==> src/rtl/rob_ctrl.sv <==
// Reorder-buffer allocation/retirement controller: all-or-nothing group dispatch, in-order retire.
// Optional squash support is compiled in with ROB_CTRL_FLUSH_EN (adds the i_flush port).
module rob_ctrl #(
    parameter int LEN    = 16,
    parameter int LBITS  = $clog2(LEN),
    parameter int RWIDTH = 2
) (
    input  logic             i_clk,
    input  logic             i_rst,
    input  logic             i_disp_valid,
    input  logic [2:0]       i_disp_count,
    output logic             o_disp_ready,
    output logic [LBITS-1:0] o_disp_tag,
    input  logic             i_cmpl_valid,
    input  logic [LBITS-1:0] i_cmpl_tag,
`ifdef ROB_CTRL_FLUSH_EN
    input  logic             i_flush,
`endif
    output logic [2:0]       o_retire_count,
    output logic [LBITS-1:0] o_retire_tag,
    output logic [LBITS:0]   o_count,
    output logic             o_full,
    output logic             o_empty
);

    localparam logic [LBITS:0] LEN_C = (LBITS+1)'(LEN);

    logic [LBITS-1:0] head, tail;
    logic [LBITS:0]   count;
    logic [LEN-1:0]   alloc, done;

    logic             flush_now;
    logic             accept;
    logic [2:0]       acc_n, ret_n;
    logic [LBITS:0]   free_slots;
    logic [LEN-1:0]   set_mask, ret_mask, cmpl_mask;
    logic [LBITS-1:0] ret_idx;
    logic             run;

`ifdef ROB_CTRL_FLUSH_EN
    assign flush_now = i_flush;
`else
    assign flush_now = 1'b0;
`endif

    // Free space uses the current occupancy only; same-cycle retirements give no credit.
    always_comb begin
        free_slots = LEN_C - count;
        accept     = i_disp_valid && (i_disp_count != 3'd0) && !i_rst && !flush_now
                     && ((LBITS+1)'(i_disp_count) <= free_slots);
        acc_n      = accept ? i_disp_count : 3'd0;
        set_mask   = '0;
        for (int k = 0; k < 4; k++) begin
            if (accept && (3'(k) < i_disp_count))
                set_mask[head + LBITS'(k)] = 1'b1;
        end
    end

    // Retire the unbroken run of completed entries starting at the oldest one.
    always_comb begin
        ret_n    = 3'd0;
        ret_mask = '0;
        run      = 1'b1;
        ret_idx  = tail;
        for (int k = 0; k < RWIDTH; k++) begin
            ret_idx = tail + LBITS'(k);
            if (run && alloc[ret_idx] && done[ret_idx] && ((LBITS+1)'(k) < count)) begin
                ret_n             = ret_n + 3'd1;
                ret_mask[ret_idx] = 1'b1;
            end else begin
                run = 1'b0;
            end
        end
        if (flush_now) begin
            ret_n    = 3'd0;
            ret_mask = '0;
        end
    end

    always_comb begin
        cmpl_mask = '0;
        if (i_cmpl_valid && alloc[i_cmpl_tag] && !flush_now)
            cmpl_mask[i_cmpl_tag] = 1'b1;
    end

    always_ff @(posedge i_clk or posedge i_rst) begin
        if (i_rst) begin
            head  <= '0;
            tail  <= '0;
            count <= '0;
            alloc <= '0;
            done  <= '0;
        end else if (flush_now) begin
            head  <= '0;
            tail  <= '0;
            count <= '0;
            alloc <= '0;
            done  <= '0;
        end else begin
            head  <= head + LBITS'(acc_n);
            tail  <= tail + LBITS'(ret_n);
            count <= count + (LBITS+1)'(acc_n) - (LBITS+1)'(ret_n);
            alloc <= (alloc & ~ret_mask) | set_mask;
            done  <= (done | cmpl_mask) & ~ret_mask & ~set_mask;
        end
    end

    assign o_disp_ready   = accept;
    assign o_disp_tag     = head;
    assign o_retire_count = ret_n;
    assign o_retire_tag   = tail;
    assign o_count        = count;
    assign o_full         = (count == LEN_C);
    assign o_empty        = (count == '0);

endmodule

==> config.mk <==
export PLATFORM = sky130hd
export DESIGN_NAME = rob_ctrl
export DESIGN_NICKNAME = d
export VERILOG_FILES = /design/src/rtl/rob_ctrl.sv
export SDC_FILE = /design/constraint.sdc
export NUM_CORES = 1
export LEC_CHECK = 0
export ABC_AREA = 0
export CORE_ASPECT_RATIO = 1.2
export CORE_MARGIN = 4
export CORE_UTILIZATION = 25
export DETAILED_ROUTE_END_ITERATION = 8
export REMOVE_ABC_BUFFERS = 1
export SLEW_MARGIN = 20
export SYNTH_ARGS = -nofsm -noshare
export SYNTH_HDL_FRONTEND = slang
export SYNTH_SLANG_ARGS = --single-unit
==> constraint.sdc <==
create_clock -name i_clk -period 4.44 [get_ports i_clk]
set_input_delay 0.888 -clock i_clk [delete_from_list [all_inputs] [get_ports i_clk]]
set_output_delay 0.888 -clock i_clk [all_outputs]
set_load 0.01 [all_outputs]
=== Word level (Yosys, flattened, before mapping) ===
Index checks and enable logic that the tools add are counted.

* Register bits after elaboration: 45
* Input port bits: 11
* Output and inout port bits: 19
* Logic and storage cells: 106

* $add $sub $neg: 10
* Magnitude comparators: 21
* Equal/unequal tests: 1
* Muxes and demuxes: 35
* Bitwise logic cells: 11
* Reductions and logical operators: 23

{| class="wikitable"
|+ Operator list
! operator !! count
|-
| $mux 16 || 7
|-
| $or 16x16->16 || 6
|-
| $and 16x16->16 || 3
|-
| $lt 4x5->1 const B || 7
|-
| $not 16->16 || 2
|-
| $demux 1 s4 || 7
|-
| $ge 4x1->1 const B || 7
|-
| $bmux 1 s4 || 5
|-
| $logic_and 1x1->1 || 20
|-
| $mux 1 || 14
|-
| $lt 1x5->1 const A || 2
|-
| $add 4x1->4 const B || 2
|-
| $add 4x2->4 const B || 2
|-
| $add 4x3->4 || 2
|-
| $lt 1x3->1 const A || 2
|-
| $lt 2x3->1 const A || 2
|-
| $mux 3 || 2
|-
| $add 5x3->5 || 1
|-
| $eq 5x5->1 const B || 1
|-
| $le 3x5->1 || 1
|-
| $logic_not 5->1 || 1
|-
| $sub 5x3->5 || 1
|-
| $sub 5x5->5 const A || 1
|-
| $add 3x1->3 const B || 1
|-
| other kinds (2) || 2
|}

=== Depth between registers and ports, before layout ===
Gate-level depths: netlist (run 1).

* Depth after elaboration: 14
* Mapped depth: 18
* Mapped depth without buffers: 17

=== Worst setup path before layout (run 1) ===
No wires, ideal clock.

* Kind: input-to-reg
* From: input port i_disp_count[1]
* To: register count[4], in the netlist o_count[4]
* Setup time: 0.079 ns
* Data arrival time: 4.030 ns
* Data required time: 4.361 ns
* Setup slack: 0.331 ns
* Stages: 14
* Path buffers: 1
* Cells stage by stage: ha_1 nor2b_1 o21a_1 o2111a_1 or4b_1 buf_2 clkinv_1 nand2_1 fa_1 inv_1 fa_1 a21o_1 a21oi_1 xor2_1

* Cells in the longest elaborated chain, start to end: 7
* Elaborated cells between the ends (all ways): 8
* Classes of those cells: add/sub: 2; order compare: 1; mux: 1; reduce/logical: 4

{| class="wikitable"
|+ RTL lines
! item !! line !! text
|-
| start, declared || 11 || <nowiki>input logic [2:0] i_disp_count,</nowiki>
|-
| parallel branches: the longest is 3 deep, another holds $le 3x5->1 || n/a ||
|-
| $logic_and 1x1->1 * || 50 || <nowiki>&& ((LBITS+1)'(i_disp_count) <= free_slots);</nowiki>
|-
| net o_disp_ready || 12 || <nowiki>output logic o_disp_ready,</nowiki>
|-
| $mux 3 * || 51 || <nowiki>acc_n = accept ? i_disp_count : 3'd0;</nowiki>
|-
| $add 5x3->5 * || 102 || <nowiki>count <= count + (LBITS+1)'(acc_n) - (LBITS+1)'(ret_n);</nowiki>
|-
| $sub 5x3->5 * || 102 ||
|-
| end signal, assigned || 102 ||
|-
| end, declared || 29 || <nowiki>logic [LBITS:0] count;</nowiki>
|}

Mark *: on every way through the listed nets, which the timed path passes.

=== Worst setup path after layout (run 1) ===
* From: register tail[1], in the netlist o_retire_tag[1]
* To: output port o_retire_count[1]

* Cells in the longest elaborated chain, start to end: 9
* Elaborated cells between the ends (all ways): 18
* Classes of those cells: add/sub: 2; mux: 11; reduce/logical: 5

{| class="wikitable"
|+ RTL lines
! item !! line !! text
|-
| start, declared || 28 || <nowiki>logic [LBITS-1:0] head, tail;</nowiki>
|-
| start signal, assigned || 101 || <nowiki>tail <= tail + LBITS'(ret_n);</nowiki>
|-
| parallel branches: the longest is 8 deep, another holds $add 4x1->4 || n/a ||
|-
| $mux 3 * || 67 || <nowiki>if (run && alloc[ret_idx] && done[ret_idx] && ((LBITS+1)'(k) < count)) begin</nowiki>
|-
| end, declared || 19 || <nowiki>output logic [2:0] o_retire_count,</nowiki>
|}

Mark *: on every way between the ends. The select of a mux whose other input is x is not followed.

==> flow_summary.ini, run 1 <==
[worst_setup_path]
cp.required_ps = 3550
critPathCaptureType = output pin
crit_path_frequent_cell = ha_1
crit_family = adder cells
max_stage_delay_ps = 610
cp_max_fo = 9
path_class = reg2out
worstPathBufferInverterCount = 1
start_kind = register
rrSetupSlack_ps = 370
worstPathArrival_ps = 3340
crit_path_top_delay_cell = clkdlybuf4s50_1
critical_path.cell_chain = ha_1, xor2_1, mux4_1, mux2i_2, nand2_2, a21oi_1, ha_1, clkdlybuf4s50_1

[timing]
relSlewSlack = 0.4309
slew_viol_final = 0
period_share = 0.9518
setup_viol = 0
clock.fmax_ghz = 0.2366
finalHoldViolations = 0
worst_slew_pin_slew_ps = 853.6
finalCriticalPeriod_ps = 4226
fin_ws_ps = 213.8
whs_ps = 515.6
rsz0062_at_grt = false
clock_skew_ps = 6.716

[drt]
drtPass1Iterations = 5
via_count = 3189
wl_mm = 10.11
vias_per_cell = 5.169
wl_per_cell_um = 16.38
drt_iter0_drc = 187
drc = 0
final_antenna_net_count = 0

[synthesis]
synth.distinct_cells = 70
yosysSeqAreaShare = 0.3094
synth_area_per_cell_um2 = 8.921
synth_edf_count = 0
ys_top_cells_by_area = dfrtp_1 (31%), ha_1 (9.3%), nand2_1 (6.5%), mux4_2 (3.7%), inv_1 (3.3%)
synth_most_common_cell = nand2_1
synth_cells = 408
synthArstFlopShare = 1.000
synthFlopType = dfrtp_1
synth.largest_area_cell = dfrtp_1
synth_top_area_share = 0.3094
synth_warnings = 0
synth_seq_cells = 45
yosys-top-cells-count = nand2_1 (63), dfrtp_1 (45), inv_1 (32)
synth_area_mm2 = 0.003640

[cells_and_area]
fin_cells = 617
antenna_cells = 0
layout-drive-gt1-share = 0.09955
num-nets-final = 483
syn2layout_area_growth_pct = 18.84
fill_cells = 1521
postLayoutCellArea_mm2 = 0.004325

[cts]
cts_hold_buffers = 0
numCtsBuffers = 5
ctsResizeCount = 0
cts_sinks = 45
postCtsSetupRepairBufs = 0
clk_latency_ps = 290
cts_tree = built
path_clk_slew_ps = 70
htree_levels = 2
cts_root_buffer = clkbuf_16
cts_buffer_depth = 2

[power_and_ir_drop]
p_int_mw = 1.845
vdd_drop_max_v = 0.0002884
power.density_mw_per_mm2 = 795.3
switching_share = 0.4637
leakagePower_nw = 1.850
seqPwrFrac = 0.250
clkPwrFrac = 0.125
total_power_mw = 3.440
p_switching_mw = 1.595
power_frac_comb = 0.625

[floorplanning]
fp.coreArea_mm2 = 0.01435
dieArea_mm2 = 0.01656
die_w_um = 118.1
rows = 48
initial_core_util = 0.2536
io_pins = 30
die_h_um = 140.2

[global_routing]
grt_max_degree = 46
grt_pass1_wl_mm = 16.84
grt_pass1_vias = 3233
grt_overflow = 0
antenna_found_initial = 0
groute.usage.overall = 0.1251

[placement]
place.gp.congestion = 0.8476
dpl_cell_area_mm2 = 0.004155
port_buffers = 28
hpwl_mm = 7.951
dp_slack_ps = -70.27
place_inst = 609

[status]
status = complete, no violations

[job]
drv_cap = 0

[hold_path]
holdCritPathClass = reg2reg
==> through the flow <==
step	utilization	TNS [ps]
final	0.3013	0
after global routing	0.3013	0
after CTS	0.3012	0
after detailed placement	0.2895	-70.27
after global placement	0.2895	0
after floorplan	-	0
==> per-layer routing <==
metal / global-route usage / up-vias / wire length [um] / part of all wire
met1: 0.1689 / 1560 / 4678 / 0.46
met4: 0.02963 / 0 / 135 / 0.013
met5: 0 / - / 0 / 0
met2: 0.2096 / 89 / 4860 / 0.48
li1: - / 1530 / - / -
met3: 0.02100 / 10 / 431 / 0.043
==> power by group through the flow <==
stage	registers (mW)	logic (mW)	clock network, mW
2_1_floorplan	0.844	1.44	0
6_report	0.859	2.15	0.431
3_3_place_gp	0.860	2.10	0
5_1_grt	0.899	2.39	0.454
3_5_place_dp	0.868	2.14	0
4_1_cts	0.860	2.16	0.439
==> flip-flops by register name, summed over array words and instances (netlist names) <==
register      count
o_disp_tag        4
done             16
alloc            16
o_retire_tag      4
o_count           5
==> cell type report <==
cell class,count,area (um2),area share
multi-input cells,311,2283,0.5279
flip-flops and latches,45,1126,0.2603
repair buffers,43,395.4,0.09141
well taps,175,219.0,0.05062
inverters,35,133.9,0.03095
clock buffers,6,128.9,0.02979
clock inverters,2,38.79,0.008967
==> layout by cell type, fill, tap and decap left out, types with 3 or more instances in the layout <==
cell             netlist  layout
nand2_1               63      63
dfrtp_1               45      45
inv_1                 32      31
ha_1                  27      27
clkdlybuf4s50_1        0      27
nor2_1                22      22
nor3_1                16      16
buf_4                  1      15
o21ai_0               13      13
a31oi_1               11      11
a21oi_1               10      10
nor3b_1               10      10
xnor2_1                9       9
nor2b_1                7       7
nand3_1                7       7
xor2_1                 7       7
a21o_1                 7       7
mux4_2                 6       6
o31ai_1                6       6
o21bai_1               5       5
clkbuf_16              0       5
and2_1                 4       4
nor4_1                 4       4
a211oi_1               4       4
o22ai_1                4       4
and3_1                 4       4
o21ai_1                4       4
fa_1                   4       4
nor3_2                 3       3
nand2b_1               3       3
a211o_1                3       3
a41oi_1                3       3
or3_1                  3       3
==> kinds of logic (layout without fill, tap and decap cells) <==
family	count (synthesis)	after routing	synth area share
xor gates and xnor gates	16	16	0.03850
and+or+nand+nor	157	157	0.2176
buffers and inverters	52	86	0.06325
DFF	45	45	0.3094
adders and majority gates	31	31	0.1148
other	1	1	0.001030
AOI/OAI and AO/OA	94	94	0.1915
muxes	12	12	0.06394
==> worst reg2reg max path, delay by kind of cell, from the launching register on <==
| family | cells | cell delay [ps] |
|---|---|---|
| AOI/OAI and AO/OA | 4 | 750 |
| xor gates and xnor gates | 1 | 170 |
| adders and majority gates | 4 | 1490 |
| buffers and inverters | 4 | 280 |
| DFF | 1 | 520 |
| and+or+nand+nor | 3 | 770 |
==> worst paths after layout <==
path,startpoint,to,cells after the start
max in group asynchronous,i_rst,o_retire_tag[3],3
worst min register to register,alloc[6],alloc[6],1
worst max register to register,o_count[0],o_count[4],16
min in group asynchronous,i_rst,o_disp_tag[3],3
worst min-delay path,alloc[6],alloc[6],1
worst max-delay path,o_retire_tag[1],o_retire_count[1],8
(Power assumes the default switching activity.)
==> run 2: changes to the inputs <==
Settings changed: CORE_MARGIN 4 to 5.
==> run 2 against run 1 <==
Net effect:
- non-clock buffer count increased by 1
- die area increased by 3.1%
- setup slack improved by 44 ps
- total power decreased by 0.28%
- critical endpoint unchanged
- via count increased by 1.4%
==> flow_summary.ini, run 2 (same netlist as run 1, synthesis figures left out) <==
[global_routing]
antenna_found_initial = 0
groute.usage.overall = 0.1268
grt_max_degree = 46
grt_overflow = 0
grt_pass1_vias = 3275
grt_pass1_wl_mm = 17.43

[drt]
drc = 0
wl_mm = 10.45
vias_per_cell = 5.231
via_count = 3233
wl_per_cell_um = 16.90
drt_iter0_drc = 176
drtPass1Iterations = 4
final_antenna_net_count = 0

[placement]
place.gp.congestion = 0.9175
dpl_cell_area_mm2 = 0.004163
hpwl_mm = 8.305
port_buffers = 28

[worst_setup_path]
crit_path_top_delay_cell = clkdlybuf4s50_1
worstPathArrival_ps = 3290
critPathCaptureType = output pin
max_stage_delay_ps = 570
start_kind = register
rr_worst_depth = 14
cp_max_fo = 8
cp.required_ps = 3550
path_class = reg2out
critical_path.cell_chain = inv_2, ha_1, mux4_2, nor3_2, nor2_1, a21oi_1, ha_2, clkdlybuf4s50_1

[power_and_ir_drop]
vdd_drop_max_v = 0.0002813
p_int_mw = 1.815
power.density_mw_per_mm2 = 794.0
switching_share = 0.4710
p_switching_mw = 1.615
clkPwrFrac = 0.114
total_power_mw = 3.430
seqPwrFrac = 0.240
power_frac_comb = 0.647
leakagePower_nw = 1.848

[floorplanning]
initial_core_util = 0.2536
rows = 48
die_h_um = 142.2
fp.coreArea_mm2 = 0.01435
die_w_um = 120.1
io_pins = 30
dieArea_mm2 = 0.01708

[cts]
path_clk_slew_ps = 60
cts_sinks = 45
cts_buffer_depth = 2
clk_latency_ps = 290
cts_tree = built
postCtsSetupRepairBufs = 0
numCtsBuffers = 5
htree_levels = 2
cts_root_buffer = clkbuf_16

[cells_and_area]
layout-drive-gt1-share = 0.1061
postLayoutCellArea_mm2 = 0.004320
fill_cells = 1491
num-nets-final = 484
syn2layout_area_growth_pct = 18.70
antenna_cells = 0
regArea_mm2 = 0.001126
multi_input_area_mm2 = 0.002286
final_cell_mix = nand2_1 (63), dfrtp_1 (45), inv_1 (31)
final_common_cell = nand2_1

[timing]
rsz0062_at_grt = false
slew_viol_final = 0
whs_ps = 512.2
setup_viol = 0
clock_skew_ps = 5.684
worst_slew_pin_slew_ps = 839.9
clock.fmax_ghz = 0.2391
finalCriticalPeriod_ps = 4183
finalHoldViolations = 0
period_share = 0.9420
relSlewSlack = 0.4400

[hold_path]
holdCritPathClass = reg2reg
holdPathStages = 1

[job]
drv_cap = 0

[status]
status = complete, no violations
-- run 2: final timing paths --
check                                     start                 to  slack [ps]
worst min register to register         alloc[6]           alloc[6]         510
worst max register to register  o_retire_tag[1]         o_count[4]         460
worst max-delay path            o_retire_tag[1]  o_retire_count[1]         260
worst min-delay path                   alloc[6]           alloc[6]         510
min in group asynchronous                 i_rst      o_disp_tag[2]        1080
max in group asynchronous                 i_rst           alloc[7]        2950
-- run 2: layer usage --
layer	vias up	GRT usage	part of all wire
met2	80	0.2161	0.48
met1	1601	0.1681	0.45
met3	12	0.01909	0.049
met4	0	0.03378	0.018
li1	1540	-	-
met5	-	0	0
-- run 2: through the flow --
| step | std cells | setup TNS, ps | setup slack [ps] | util |
|---|---|---|---|---|
| floorplan | 391 | 0 | 176.2 | - |
| global placement | 610 | 0 | 51.55 | 0.2900 |
| detailed placement | 610 | -28.71 | -28.71 | 0.2900 |
| CTS | 618 | 0 | 62.35 | 0.3006 |
| global route | 618 | 0 | 7.472 | 0.3010 |
| finish | 618 | 0 | 257.4 | 0.3010 |
-- run 2: critical path: cells and delay by family (launching register included) --
family	cells	cell delay [ps]
AOI/OAI and AO/OA	1	180
muxes	1	340
adders and majority gates	2	720
DFF	1	560
and+or+nand+nor	2	460
buffers and inverters	2	740
-- run 2: what timing repair did --
| item | CTS | global route |
|---|---|---|
| hold buffers | 0 | 0 |
| endpoints found under the setup margin | 0 | 2 |
| resized for setup | 0 | 2 |
| endpoints found under the hold margin | 0 | 0 |
-- run 2: area by class of cell --
cell class / count / area share
inverter: 35 / 0.03099
sequential: 45 / 0.2606
timing repair buffer: 44 / 0.09325
clock buffer: 6 / 0.03215
tap: 175 / 0.05068
multi-input combinational: 311 / 0.5291
clock inverter: 2 / 0.003186
-- run 2: power by group through the flow --
stage | combinational (mW) | sequential [mW] | clock (mW)
6_report | 2.22 | 0.822 | 0.390
2_1_floorplan | 1.44 | 0.844 | 0
3_5_place_dp | 2.21 | 0.832 | 0
5_1_grt | 2.46 | 0.859 | 0.418
3_3_place_gp | 2.15 | 0.821 | 0
4_1_cts | 2.22 | 0.825 | 0.397
==> run 3: changes to the inputs <==
--- a/config.mk
+++ b/config.mk
@@ -13,2 +13,3 @@
 export REMOVE_ABC_BUFFERS = 1
+export SKIP_LAST_GASP = 1
 export SLEW_MARGIN = 20
--- a/constraint.sdc
+++ b/constraint.sdc
@@ -3,2 +3,2 @@
 set_output_delay 0.888 -clock i_clk [all_outputs]
-set_load 0.01 [all_outputs]
+set_load 0.1 [all_outputs]
==> run 3 against run 2 <==
Net effect:
- count of clock-buffer cells in the layout down 1
- routed wire length decreased by 1.9%
- setup slack got worse by 49 ps
- critical endpoint is now o_count[4]
- highest routed layer unchanged
==> flow_summary.ini, run 3 (same netlist as run 1, synthesis figures left out) <==
[status]
status = complete, no violations

[drt]
drc = 0
vias_per_cell = 5.181
drtPass1Iterations = 5
wl_per_cell_um = 16.53
wl_mm = 10.25
drt_iter0_drc = 231
final_antenna_net_count = 0
via_count = 3212

[worst_setup_path]
rrSetupSlack_ps = 380
path_class = in2reg
start_kind = input pin
critPathCaptureType = register
worstPathArrival_ps = 4440
rr_worst_depth = 14
critical_path.cell_chain = clkdlybuf4s50_1, ha_1, nor2b_1, o21a_1, o2111a_1, or4b_1, clkinv_1, nand2_1, fa_1, inv_1, fa_1, a21o_1, a21oi_1, xor2_1
crit_path_frequent_cell = fa_1
worstPathBufferInverterCount = 3
cp_max_fo = 3
crit_family = adder cells
crit_path_top_delay_cell = or4b_1
regToRegStartpoint = o_retire_tag[1]
max_stage_delay_ps = 550
r2r_end = o_count[4]
cp.required_ps = 4650

[cts]
htree_levels = 2
cts_root_buffer = clkbuf_16
clk_latency_ps = 290
ctsResizeCount = 0
cts_buffer_depth = 2
numCtsBuffers = 5
cts_sinks = 45
path_clk_slew_ps = 70
postCtsSetupRepairBufs = 0
cts_hold_buffers = 0
cts_tree = built

[global_routing]
grt_pass1_wl_mm = 16.89
grt_max_degree = 38
groute.usage.overall = 0.1217
antenna_found_initial = 0
grt_overflow = 0
grt_pass1_vias = 3275

[floorplanning]
die_w_um = 120.1
dieArea_mm2 = 0.01708
die_h_um = 142.2
fp.coreArea_mm2 = 0.01435
rows = 48
initial_core_util = 0.2536
io_pins = 30

[hold_path]
holdPathStages = 1
holdCritPathClass = reg2reg
min_to = alloc[6]
min_from = alloc[6]

[cells_and_area]
num-nets-final = 486
layout-drive-gt1-share = 0.1146
final_common_cell = nand2_1
final_cell_mix = nand2_1 (63), dfrtp_1 (45), inv_1 (31)
antenna_cells = 0
syn2layout_area_growth_pct = 19.83

[timing]
period_share = 0.9531
fin_ws_ps = 208.0
worst_slew_pin_slew_ps = 999.0
rsz0062_at_grt = false
relSlewSlack = 0.3319
slew_viol_final = 0
finalCriticalPeriod_ps = 4232
clock.fmax_ghz = 0.2363
clock_skew_ps = 12.95
setup_viol = 0
finalHoldViolations = 0

[placement]
hpwl_mm = 8.157
place.gp.congestion = 0.9019
dp_slack_ps = -76.50
port_buffers = 28

[job]
drv_cap = 0
-- run 3: cell types whose count changed in the layout (fill, tap and decap cells not counted), sizes merged --
cell           delta
clkinv            -2
clkbuf            -1
buf               +5
dlymetal6s2s      -1
inv               +3
clkdlybuf4s50     -2
-- run 3: worst register-to-register path, delay by kind of cell (launching register included) --
kind,cells,cell delay [ps]
DFF,1,550
AOI/OAI and AO/OA,3,560
adders and majority gates,5,1670
and+or+nand+nor,2,480
muxes,1,340
buffers and inverters,2,220
xor gates and xnor gates,1,160
-- run 3: cell type report --
| type | instances | area (um2) |
|---|---|---|
| Inverter | 35 | 133.9 |
| Sequential cell | 45 | 1126 |
| Clock buffer | 5 | 125.1 |
| Tap cell | 175 | 219.0 |
| Timing Repair Buffer | 46 | 445.4 |
| Fill cell | 1482 | 9992 |
| Clock inverter | 3 | 28.78 |
| Multi-Input combinational cell | 311 | 2283 |
-- run 3: worst max path at each step --
stage	startpoint	endpoint	slack (ps)	cells after the start
finish	i_disp_count[1]	o_count[4]	210	14
global route	i_disp_count[1]	o_count[4]	50	14
CTS	i_disp_count[1]	o_count[4]	200	14
detailed placement	i_disp_count[1]	o_count[4]	-80	14
global placement	i_disp_count[1]	o_count[4]	50	14
floorplan	o_count[1]	o_count[4]	-860	16
-- run 3: metal layers --
metal	vias to the layer above	part of all wire	wire length, um	GRT usage
met2	106	0.48	4938	0.2081
li1	1547	-	-	-
met5	-	0	0	0
met4	0	0.0088	90	0.02593
met3	8	0.059	602	0.02306
met1	1551	0.45	4618	0.1606
-- run 3: stage by stage --
stage / utilization / hold slack (ps) / setup TNS, ps / cell area, um2 / instances
2_1_floorplan: - / 471.0 / -3223 / 3543 / 391
5_1_grt: 0.3039 / 548.7 / 0 / 4362 / 620
3_5_place_dp: 0.2931 / 500.2 / -76.50 / 4208 / 612
6_report: 0.3039 / 510.7 / 0 / 4362 / 620
3_3_place_gp: 0.2931 / 491.0 / 0 / 4208 / 612
4_1_cts: 0.3039 / 515.1 / 0 / 4362 / 620
Power of run 3 is left out: the tool's default activity adds up to more than one toggle a clock period on the data nets, which glitch-free logic cannot reach.
